File: src/rtl/uart_mem_bridge.sv
// uart_mem_bridge
// Byte-stream command engine giving a host debug access to the asm18 system
// over a UART byte link: block memory reads/writes on CHANNELS ports,
// processor reset, wait/continue release and debug-register readback.
//
// Command byte = {opcode[3:0], channel[3:0]}; multi-byte fields little-endian.
//   0x1 WRITE addr,count,words -> A5   0x2 READ addr,count -> words
//   0x3 RESET arg -> A5                0x4 CONTINUE -> A5 / EE
//   0x5 DEBUG arg -> word              0x6 STATUS -> {6'b0,prst,wfc}
//
// Ports
//   clock, reset (async, active-high)
//   rx_data/rx_valid            received byte strobe, no backpressure
//   tx_data/tx_valid/tx_ready   transmit byte handshake
//   mem_address/mem_write/mem_wren/mem_read   shared memory port-b bus
//   processor_reset, wait_for_continue, wait_continue_execution
//   debug_get_param, debug_reg_addr, debug_data_out
//   status_led {last opcode, error, busy, processor_reset, wait_for_continue}
//
// Optional feature: define RX_TIMEOUT_EN to enable the inter-byte timeout
// (TIMEOUT_CLKS clocks without a byte while collecting a command -> NAK).
module uart_mem_bridge #(
   parameter int WORD_SIZE    = 18,
   parameter int ADDR_SIZE    = 18,
   parameter int CHANNELS     = 2,
   parameter int READ_LATENCY = 1,
   parameter int TIMEOUT_CLKS = 2000000
) (
   input  logic                          clock,
   input  logic                          reset,
   input  logic [7:0]                    rx_data,
   input  logic                          rx_valid,
   output logic [7:0]                    tx_data,
   output logic                          tx_valid,
   input  logic                          tx_ready,
   output logic [ADDR_SIZE-1:0]          mem_address,
   output logic [WORD_SIZE-1:0]          mem_write,
   output logic [CHANNELS-1:0]           mem_wren,
   input  logic [CHANNELS*WORD_SIZE-1:0] mem_read,
   output logic                          processor_reset,
   input  logic                          wait_for_continue,
   output logic                          wait_continue_execution,
   output logic                          debug_get_param,
   output logic [3:0]                    debug_reg_addr,
   input  logic [WORD_SIZE-1:0]          debug_data_out,
   output logic [7:0]                    status_led
);

   localparam int WORD_BYTES = (WORD_SIZE + 7) / 8;
   localparam int ADDR_BYTES = (ADDR_SIZE + 7) / 8;

   localparam logic [3:0] OP_WRITE  = 4'h1;
   localparam logic [3:0] OP_READ   = 4'h2;
   localparam logic [3:0] OP_RESET  = 4'h3;
   localparam logic [3:0] OP_CONT   = 4'h4;
   localparam logic [3:0] OP_DEBUG  = 4'h5;
   localparam logic [3:0] OP_STATUS = 4'h6;
   localparam logic [7:0] ACK       = 8'hA5;
   localparam logic [7:0] NAK       = 8'hEE;

   typedef enum logic [3:0] {
      IDLE, GET_ADDR, GET_COUNT, GET_ARG, WR_DATA, WR_STROBE,
      RD_ISSUE, RD_WAIT, RD_SEND, DBG_WAIT, RESP
   } state_t;

   // Byte i (little-endian) of a word; bits above WORD_SIZE come out as 0.
   function automatic logic [7:0] byte_of(input logic [WORD_SIZE-1:0] w, input logic [3:0] i);
      byte_of = 8'(w >> {i, 3'b000});
   endfunction

   state_t                 state_q, state_d;
   logic [3:0]             op_q, op_d, ch_q, ch_d, idx_q, idx_d, daddr_q, daddr_d;
   logic [8:0]             cnt_q, cnt_d;
   logic [1:0]             lat_q, lat_d;
   logic [ADDR_SIZE-1:0]   addr_q, addr_d;
   logic [WORD_SIZE-1:0]   word_q, word_d, rd_word_s;
   logic [CHANNELS-1:0]    wren_q, wren_d, chan_sel_s;
   logic [7:0]             txd_q, txd_d, led_q, led_d;
   logic                   txv_q, txv_d, prst_q, prst_d, wcont_q, wcont_d;
   logic                   dget_q, dget_d, err_q, err_d;

`ifdef RX_TIMEOUT_EN
   logic [31:0]            tmo_q, tmo_d;
`else
   logic                   unused_tmo_s;
   assign unused_tmo_s = (TIMEOUT_CLKS > 0);
`endif

   // Channel decode: selected read word and one-hot write-enable pattern.
   always_comb begin
      rd_word_s  = '0;
      chan_sel_s = '0;
      for (int k = 0; k < CHANNELS; k++) begin
         chan_sel_s[k] = (ch_q == 4'(k));
         rd_word_s     = (ch_q == 4'(k)) ? mem_read[k*WORD_SIZE +: WORD_SIZE] : rd_word_s;
      end
   end

   // Command FSM: next state and all next register values.
   always_comb begin
      state_d = state_q;  op_d = op_q;      ch_d = ch_q;      idx_d = idx_q;
      cnt_d   = cnt_q;    lat_d = lat_q;    addr_d = addr_q;  word_d = word_q;
      txd_d   = txd_q;    txv_d = txv_q;    prst_d = prst_q;  dget_d = dget_q;
      daddr_d = daddr_q;  err_d = err_q;
      wren_d  = '0;
      wcont_d = 1'b0;

      case (state_q)
         IDLE: begin
            if (rx_valid) begin
               op_d  = rx_data[7:4];
               ch_d  = rx_data[3:0];
               idx_d = 4'd0;
               err_d = 1'b0;
               case (rx_data[7:4])
                  OP_WRITE, OP_READ: begin
                     if (int'(rx_data[3:0]) < CHANNELS) begin
                        addr_d  = '0;
                        state_d = GET_ADDR;
                     end else begin
                        err_d = 1'b1;  txd_d = NAK;  txv_d = 1'b1;  state_d = RESP;
                     end
                  end
                  OP_RESET, OP_DEBUG: state_d = GET_ARG;
                  OP_CONT: begin
                     wcont_d = wait_for_continue;
                     txd_d   = wait_for_continue ? ACK : NAK;
                     txv_d   = 1'b1;
                     state_d = RESP;
                  end
                  OP_STATUS: begin
                     txd_d = {6'b000000, prst_q, wait_for_continue};  txv_d = 1'b1;  state_d = RESP;
                  end
                  default: begin
                     err_d = 1'b1;  txd_d = NAK;  txv_d = 1'b1;  state_d = RESP;
                  end
               endcase
            end else begin
               state_d = IDLE;
            end
         end
         GET_ADDR: begin
            if (rx_valid) begin
               // Shifting past ADDR_SIZE discards the unused high address bits.
               addr_d = addr_q | (ADDR_SIZE'(rx_data) << {idx_q, 3'b000});
               if (idx_q == 4'(ADDR_BYTES - 1)) begin
                  idx_d = 4'd0;  state_d = GET_COUNT;
               end else begin
                  idx_d = idx_q + 4'd1;
               end
            end else begin
               state_d = GET_ADDR;
            end
         end
         GET_COUNT: begin
            if (rx_valid) begin
               cnt_d   = (rx_data == 8'd0) ? 9'd256 : {1'b0, rx_data};
               idx_d   = 4'd0;
               state_d = (op_q == OP_WRITE) ? WR_DATA : RD_ISSUE;
            end else begin
               state_d = GET_COUNT;
            end
         end
         GET_ARG: begin
            if (!rx_valid) begin
               state_d = GET_ARG;
            end else if (op_q == OP_RESET) begin
               prst_d = rx_data[0];  txd_d = ACK;  txv_d = 1'b1;  state_d = RESP;
            end else begin
               daddr_d = rx_data[3:0];  dget_d = 1'b1;  lat_d = 2'd0;  state_d = DBG_WAIT;
            end
         end
         WR_DATA: begin
            if (rx_valid) begin
               word_d = ((idx_q == 4'd0) ? '0 : word_q) | (WORD_SIZE'(rx_data) << {idx_q, 3'b000});
               if (idx_q == 4'(WORD_BYTES - 1)) begin
                  wren_d  = chan_sel_s;
                  state_d = WR_STROBE;
               end else begin
                  idx_d = idx_q + 4'd1;
               end
            end else begin
               state_d = WR_DATA;
            end
         end
         WR_STROBE: begin
            // mem_wren is high this clock; advance to the next word.
            addr_d = addr_q + ADDR_SIZE'(1);
            cnt_d  = cnt_q - 9'd1;
            idx_d  = 4'd0;
            if (cnt_q == 9'd1) begin
               txd_d = ACK;  txv_d = 1'b1;  state_d = RESP;
            end else if (rx_valid) begin
               // A byte arriving on the strobe clock starts the next word.
               word_d = WORD_SIZE'(rx_data);
               if (WORD_BYTES == 1) begin
                  wren_d = chan_sel_s;  state_d = WR_STROBE;
               end else begin
                  idx_d = 4'd1;  state_d = WR_DATA;
               end
            end else begin
               state_d = WR_DATA;
            end
         end
         RD_ISSUE: begin
            lat_d   = 2'd1;
            state_d = RD_WAIT;
         end
         RD_WAIT: begin
            if (lat_q == 2'(READ_LATENCY)) begin
               word_d = rd_word_s;  idx_d = 4'd0;
               txd_d  = byte_of(rd_word_s, 4'd0);  txv_d = 1'b1;  state_d = RD_SEND;
            end else begin
               lat_d = lat_q + 2'd1;
            end
         end
         RD_SEND: begin
            if (!tx_ready) begin
               state_d = RD_SEND;
            end else if (idx_q == 4'(WORD_BYTES - 1)) begin
               txv_d = 1'b0;
               cnt_d = cnt_q - 9'd1;
               addr_d  = (op_q == OP_READ) ? addr_q + ADDR_SIZE'(1) : addr_q;
               state_d = (cnt_q == 9'd1) ? IDLE : RD_ISSUE;
            end else begin
               idx_d = idx_q + 4'd1;
               txd_d = byte_of(word_q, idx_q + 4'd1);
            end
         end
         DBG_WAIT: begin
            // debug_get_param stays high two clocks; sample on the second.
            if (lat_q == 2'd0) begin
               lat_d = 2'd1;
            end else begin
               dget_d = 1'b0;  word_d = debug_data_out;  cnt_d = 9'd1;  idx_d = 4'd0;
               txd_d  = byte_of(debug_data_out, 4'd0);  txv_d = 1'b1;  state_d = RD_SEND;
            end
         end
         RESP: begin
            if (tx_ready) begin
               txv_d = 1'b0;  state_d = IDLE;
            end else begin
               state_d = RESP;
            end
         end
         default: state_d = IDLE;
      endcase

`ifdef RX_TIMEOUT_EN
      tmo_d = 32'd0;
      if ((state_q inside {GET_ADDR, GET_COUNT, GET_ARG, WR_DATA}) && !rx_valid) begin
         if (tmo_q == 32'(TIMEOUT_CLKS - 1)) begin
            wren_d = '0;  err_d = 1'b1;  dget_d = 1'b0;
            txd_d  = NAK;  txv_d = 1'b1;  state_d = RESP;
         end else begin
            tmo_d = tmo_q + 32'd1;
         end
      end else begin
         tmo_d = 32'd0;
      end
`endif

      led_d = {op_d, err_d, (state_d != IDLE), prst_d, wait_for_continue};
   end

   // State and output registers.
   always_ff @(posedge clock or posedge reset) begin
      if (reset) begin
         state_q <= IDLE;   op_q  <= 4'd0;   ch_q   <= 4'd0;  idx_q   <= 4'd0;
         cnt_q   <= 9'd0;   lat_q <= 2'd0;   addr_q <= '0;    word_q  <= '0;
         wren_q  <= '0;     txd_q <= 8'h00;  txv_q  <= 1'b0;  prst_q  <= 1'b1;
         wcont_q <= 1'b0;   dget_q <= 1'b0;  daddr_q <= 4'd0; err_q   <= 1'b0;
         led_q   <= 8'h02;
`ifdef RX_TIMEOUT_EN
         tmo_q   <= 32'd0;
`endif
      end else begin
         state_q <= state_d;  op_q  <= op_d;   ch_q   <= ch_d;    idx_q   <= idx_d;
         cnt_q   <= cnt_d;    lat_q <= lat_d;  addr_q <= addr_d;  word_q  <= word_d;
         wren_q  <= wren_d;   txd_q <= txd_d;  txv_q  <= txv_d;   prst_q  <= prst_d;
         wcont_q <= wcont_d;  dget_q <= dget_d; daddr_q <= daddr_d; err_q <= err_d;
         led_q   <= led_d;
`ifdef RX_TIMEOUT_EN
         tmo_q   <= tmo_d;
`endif
      end
   end

   assign tx_data                 = txd_q;
   assign tx_valid                = txv_q;
   assign mem_address             = addr_q;
   assign mem_write               = word_q;
   assign mem_wren                = wren_q;
   assign processor_reset         = prst_q;
   assign wait_continue_execution = wcont_q;
   assign debug_get_param         = dget_q;
   assign debug_reg_addr          = daddr_q;
   assign status_led              = led_q;

endmodule

File: config.mk
export PLATFORM = sky130hd
export DESIGN_NAME = uart_mem_bridge
export DESIGN_NICKNAME = d
export VERILOG_FILES = /design/src/rtl/uart_mem_bridge.sv
export SDC_FILE = /design/constraint.sdc
export NUM_CORES = 1
export LEC_CHECK = 0
export BUFFER_PORTS_ARGS = -buffer_cell sky130_fd_sc_hd__buf_2
export CAP_MARGIN = 10
export CORE_MARGIN = 3
export CORE_UTILIZATION = 30
export CTS_CLUSTER_DIAMETER = 80
export DETAILED_ROUTE_END_ITERATION = 16
export PLACE_DENSITY = 0.5
export SLEW_MARGIN = 20
export SYNTH_ARGS = -nofsm -noshare
export SYNTH_HDL_FRONTEND = slang
export SYNTH_SLANG_ARGS = --single-unit
File: constraint.sdc
create_clock -name clock -period 4.66 [get_ports clock]
set_input_delay 0.233 -clock clock [delete_from_list [all_inputs] [get_ports clock]]
set_output_delay 0.233 -clock clock [all_outputs]
set_load 0.05 [all_outputs]
**Yosys cells after proc, flatten, opt, wreduce, memory -nomap -nowiden**

Index checks and enable logic that the tools add are counted.

- Muxes and demuxes: 101
- Shift-type cells: 2
- Reductions and logical operators: 28
- Equal/unequal tests: 47
- Add/subtract/negate cells: 4
- Bitwise logic cells: 3
- Order comparisons: 1

Operators by type and width:

| kind | count |
|---|---|
| 18-bit two-way mux | 15 |
| 18-bit one-hot mux with 4 select lines | 2 |
| 4-bit two-way mux | 23 |
| 8-bit two-way mux | 9 |
| 8-bit one-hot mux with 6 select lines | 1 |
| 9-bit two-way mux | 5 |
| 4-bit one-hot mux with 11 select lines | 1 |
| 2-bit inequality test (second input constant) | 21 |
| 18-bit OR | 2 |
| 9-bit one-hot mux with 4 select lines | 1 |
| 8-bit one-hot mux with 4 select lines | 1 |
| 4-bit by 2-bit == test with 1-bit output (second input constant) | 7 |
| 4-bit by 3-bit == test with 1-bit output (second input constant) | 7 |
| 4-bit one-hot mux with 7 select lines | 1 |
| 1-bit two-way mux | 24 |
| 4-bit nonzero test | 5 |
| 18-bit by 1-bit adder with 18-bit output (second input constant) | 1 |
| 2-bit two-way mux | 9 |
| 8-bit by 7-bit left shift with 18-bit output | 1 |
| 18-bit by 7-bit right shift with 8-bit output | 1 |
| 4-bit by 1-bit == test with 1-bit output (second input constant) | 4 |
| 7-bit nonzero test | 2 |
| 4-bit == test (second input constant) | 3 |
| 4-bit logical NOT | 3 |
| 30 further kinds | 37 |

- Bits in registers: 90
- Logic and storage cells: 203
- Output and inout port bits: 62
- Input port bits: 67

**Depth between registers and ports, before layout**

- Depth after elaboration: 6
- Depth in mapped cells: 10
- Depth with buffers taken out: 8

**Least setup slack after synthesis**

No wires, ideal clock.

- Path type: register to register
- From: reg idx_q[0]
- To: reg idx_q[2]
- Setup time: 121 ps
- Path buffers: 2
- Slack: 2,403 ps
- Data required time: 4,539 ps
- Period minus slack after synthesis: 2,257 ps
- Cell stages (with the launch flop): 11
- Data arrival time: 2,136 ps
- Cells stage by stage: dfrtp_1 -> clkbuf_1 -> inv_1 -> ha_1 -> nor3b_2 -> and3_1 -> a2bb2oi_1 -> or3_1 -> clkbuf_1 -> o21bai_1 -> a22o_1

- Longest elaborated chain between the ends: 4
- Elaborated cells on any way between the ends: 8
- Classes of those cells: add/sub (1); eq/ne (1); mux (6)

RTL lines:

| what | RTL line | RTL |
|---|---|---|
| from (decl) | 72 | `logic [3:0] op_q, op_d, ch_q, ch_d, idx_q, idx_d, daddr_q, daddr_d;` |
| from (signal assigned) | 278 | `state_q <= state_d; op_q <= op_d; ch_q <= ch_d; idx_q <= idx_d;` |
| 4-bit by 1-bit adder with 4-bit output or 4-bit by 2-bit == test with 1-bit output (tied branches) | -- |  |
| 4-bit two-way mux, on equally long branches | 176, 220, 146 |  |
| 4-bit two-way mux, on equally long branches | 218, 143, 174 |  |
| 4-bit one-hot mux with 7 select lines (*) | 108 | `case (state_q)` |

Every way passes the cells marked *; elsewhere a longest branch is shown, timed or not. The select of a mux whose other input is x is not followed.
A chain may end at the register's enable or synchronous reset.

**Final worst setup path**

- From: reg state_q[1]
- To: reg word_q[13], in the netlist mem_write[13]

- Longest elaborated chain between the ends: 3
- Elaborated cells on any way between the ends: 12
- Classes of those cells: eq/ne (9); mux (1); reduce/logical (2)

RTL lines:

| what | RTL line | RTL |
|---|---|---|
| from (decl) | 71 | `state_t state_q, state_d;` |
| from (signal assigned) | 278 |  |
| 4-bit == test or 4-bit by 3-bit == test with 1-bit output (tied branches) | 108 |  |
| 4-bit nonzero test (no source line) or 2-bit inequality test (tied branches) | -- |  |
| 6-bit AND reduction (no source line) | -- |  |
| to (signal assigned) | 279 | `cnt_q <= cnt_d; lat_q <= lat_d; addr_q <= addr_d; word_q <= word_d;` |
| to (decl) | 76 | `logic [WORD_SIZE-1:0] word_q, word_d, rd_word_s;` |

Several ways; a longest one is shown, not always the timed one.

==> metrics.txt <==
status finished clean; dpl hpwl 14,100 µm; Antenna Nets Post-Route 0; crit-path max cell delay 840 ps; clk_skew 8.48 ps; Finished Layout Cells 965; crit-path cells inv_2 -> nor2_1 -> a21oi_1 -> o211ai_2 -> or2_1 -> o2bb2ai_1; total congestion overflow 0; Worst Setup End Kind flip-flop; diodes inserted 0; setup TNS 0 ps; max frequency 326 MHz; Post-Synthesis Cells 632; vias in the first global route 5,343; root buffer cell clkbuf_16; Worst Path Buf+Inv 1; CTS Buf Count 9; CTS max path bufs 2; fraction of registers with async set/reset 1.00; Register-to-Register Path Depth 6; placed cells 948; Arr. time, crit path 3320 ps; clk sinks 84; Min-Delay Path Depth 1; Total Nets Final 806; most frequent cell after synthesis dfrtp_1; kind of critical path flip-flop to flip-flop; Max VDD drop 319 µV; post-layout minimum cycle time 3060 ps; Stages on worst setup path 6; die area 20,300 µm²; CTS tree built; Rows 49; Resize count post-CTS 0; H-tree depth 3; Synth Cell Area 5590 µm²; Fin. Hold Viols 0; fillers 1,900; yosys warns 0; Final setup viols 0; RSZ-0062 raised after global routing no; drt wl/cell 20.4 µm; share of cells above drive strength 1 0.265; Synth area leader dfrtp_1; worst-skew pair later-pin latency 350 ps; worst hold path class input pin to flip-flop; Worst path slowest cell dfrtp_1; DRC 0; PwrDens 719 nW/µm²; drt pass-1 iters 5; Boundary Pins 129; Post-CTS Setup Bufs 0; core area 18,100 µm²; top cells by area, synth dfrtp_1, a21oi_1, mux2_2; EDFF count, synth 0; I/O Buffers 128; global-route wire length before repair 30,600 µm; Slew Limit Fails 0; GRT Total Usage 0.191; post-synthesis sequential area ratio 0.376; via/cell ratio 5.75; Vias 5,550; Max-Cap Viols 0; crit path max fanout 24; synth-to-layout area growth 18.9%; syn nets 707; initial core utilization 0.308; clock slew at reported path FFs 60 ps; initial antenna violation count 0; CP startpoint kind flip-flop; width of the die 142 µm; Largest delay share family, worst path compound AO/OA/AOI/OAI gates; area share of the largest cell type after synthesis 0.372; Slew HR 0.346; GPL Wtd Cong 0.889; Initial DRC Count 572; crit share post-route 0.658; Synth Register Bits 84; leakage power 2.90 nW; Die H 142 µm; synth cell count leaders dfrtp_1, nor2_1, a21oi_1; Total Wirelength 19,700 µm; Syn Area/Cell 8.84 µm²; largest net degree at the start of global routing 47; Netlist cell types 77; dominant register cell in the synthesized netlist dfrtp_1; WP data required 4920 ps; Worst Tran Pin Value 980 ps
==> path summary, 6_finish.rpt <==
check                                  startpoint             to  slack, ps
max in group asynchronous                   reset       cnt_q[4]       3050
worst max register to register         state_q[1]  mem_write[13]       1600
worst max-delay path                   state_q[1]  mem_write[13]       1600
worst min register to register      status_led[3]  status_led[3]        480
worst min-delay path            wait_for_continue  status_led[0]         40
min in group asynchronous                   reset     tx_data[2]        500
==> cells in the final DEF (no fill, tap or decap), types with 10 or more instances in the layout <==
master,n
inv_1,18
mux2_2,24
a31oi_1,15
nor3_1,20
a21oi_1,57
mux2i_1,17
buf_2,128
dfrtp_1,83
a222oi_1,10
o2bb2ai_1,19
nand2_1,42
o21ai_0,41
nor2_1,64
nand3_1,13
==> per-layer routing <==
layer / global-route usage / routed length (µm)
met2: 0.307 / 9070
met3: 0.0346 / 1220
met4: 0.0515 / 301
met1: 0.266 / 9070
met5: 0 / 0
==> timing repair <==
action | CTS | global route
endpoints found under the hold margin | 22 | 0
hold buffers | 1 | 0
endpoints found under the setup margin | 0 | 0
==> cell families (layout without fill, tap and decap cells) <==
logic type,after synthesis,count (layout),synth area share
flops,84,84,0.376
simple gates,208,208,0.189
fa+ha+maj,8,8,0.0179
mux,49,49,0.100
compound gates,216,216,0.257
xor+xnor,2,2,0.00314
buf+inv,65,169,0.0555
==> cell type report <==
class                   count  area, µm²  share of cell area
clock buffers              12        246              0.0371
well taps                 229        287              0.0431
repair buffers            133        681               0.102
inverters                  20       76.3              0.0115
multi-input cells         483       3180               0.478
flip-flops and latches     84       2100               0.317
clock inverters             4       72.6              0.0109
==> power by group <==
group          leakage (nW)  switching [mW]  internal [mW]
clock                 0.153           0.299          0.484
sequential             1.06           0.414          0.999
combinational          1.69            1.73          0.855
total                  2.90            2.44           2.34
==> flip-flops by register name, indices dropped and copies added (netlist names) <==
signal                   count
tx_valid                     1
tx_data                      8
mem_address                 18
mem_wren                     2
mem_write                   18
debug_reg_addr               4
ch_q                         4
lat_q                        2
debug_get_param              1
status_led                   8
wait_continue_execution      1
idx_q                        4
cnt_q                        9
state_q                      4
==> worst register-to-register path, stage by stage (launching register included) <==
cell and delay [ps]:
dfrtp_1 840, inv_2 190, nor2_1 180, a21oi_1 90
o211ai_2 790, or2_1 690, o2bb2ai_1 190
==> per-stage QoR <==
stage	utilization	cell area (µm²)	worst slack (ps)	hold WS [ps]	power (mW)
floorplan	-	5590	2260	264	3.38
global placement	0.348	6310	1690	353	3.96
detailed placement	0.348	6310	1590	364	3.99
CTS	0.366	6640	1590	36.8	4.78
global route	0.366	6650	1350	37.7	5.06
finish	0.366	6650	1600	44.4	4.78
(Power assumes the default switching activity.)
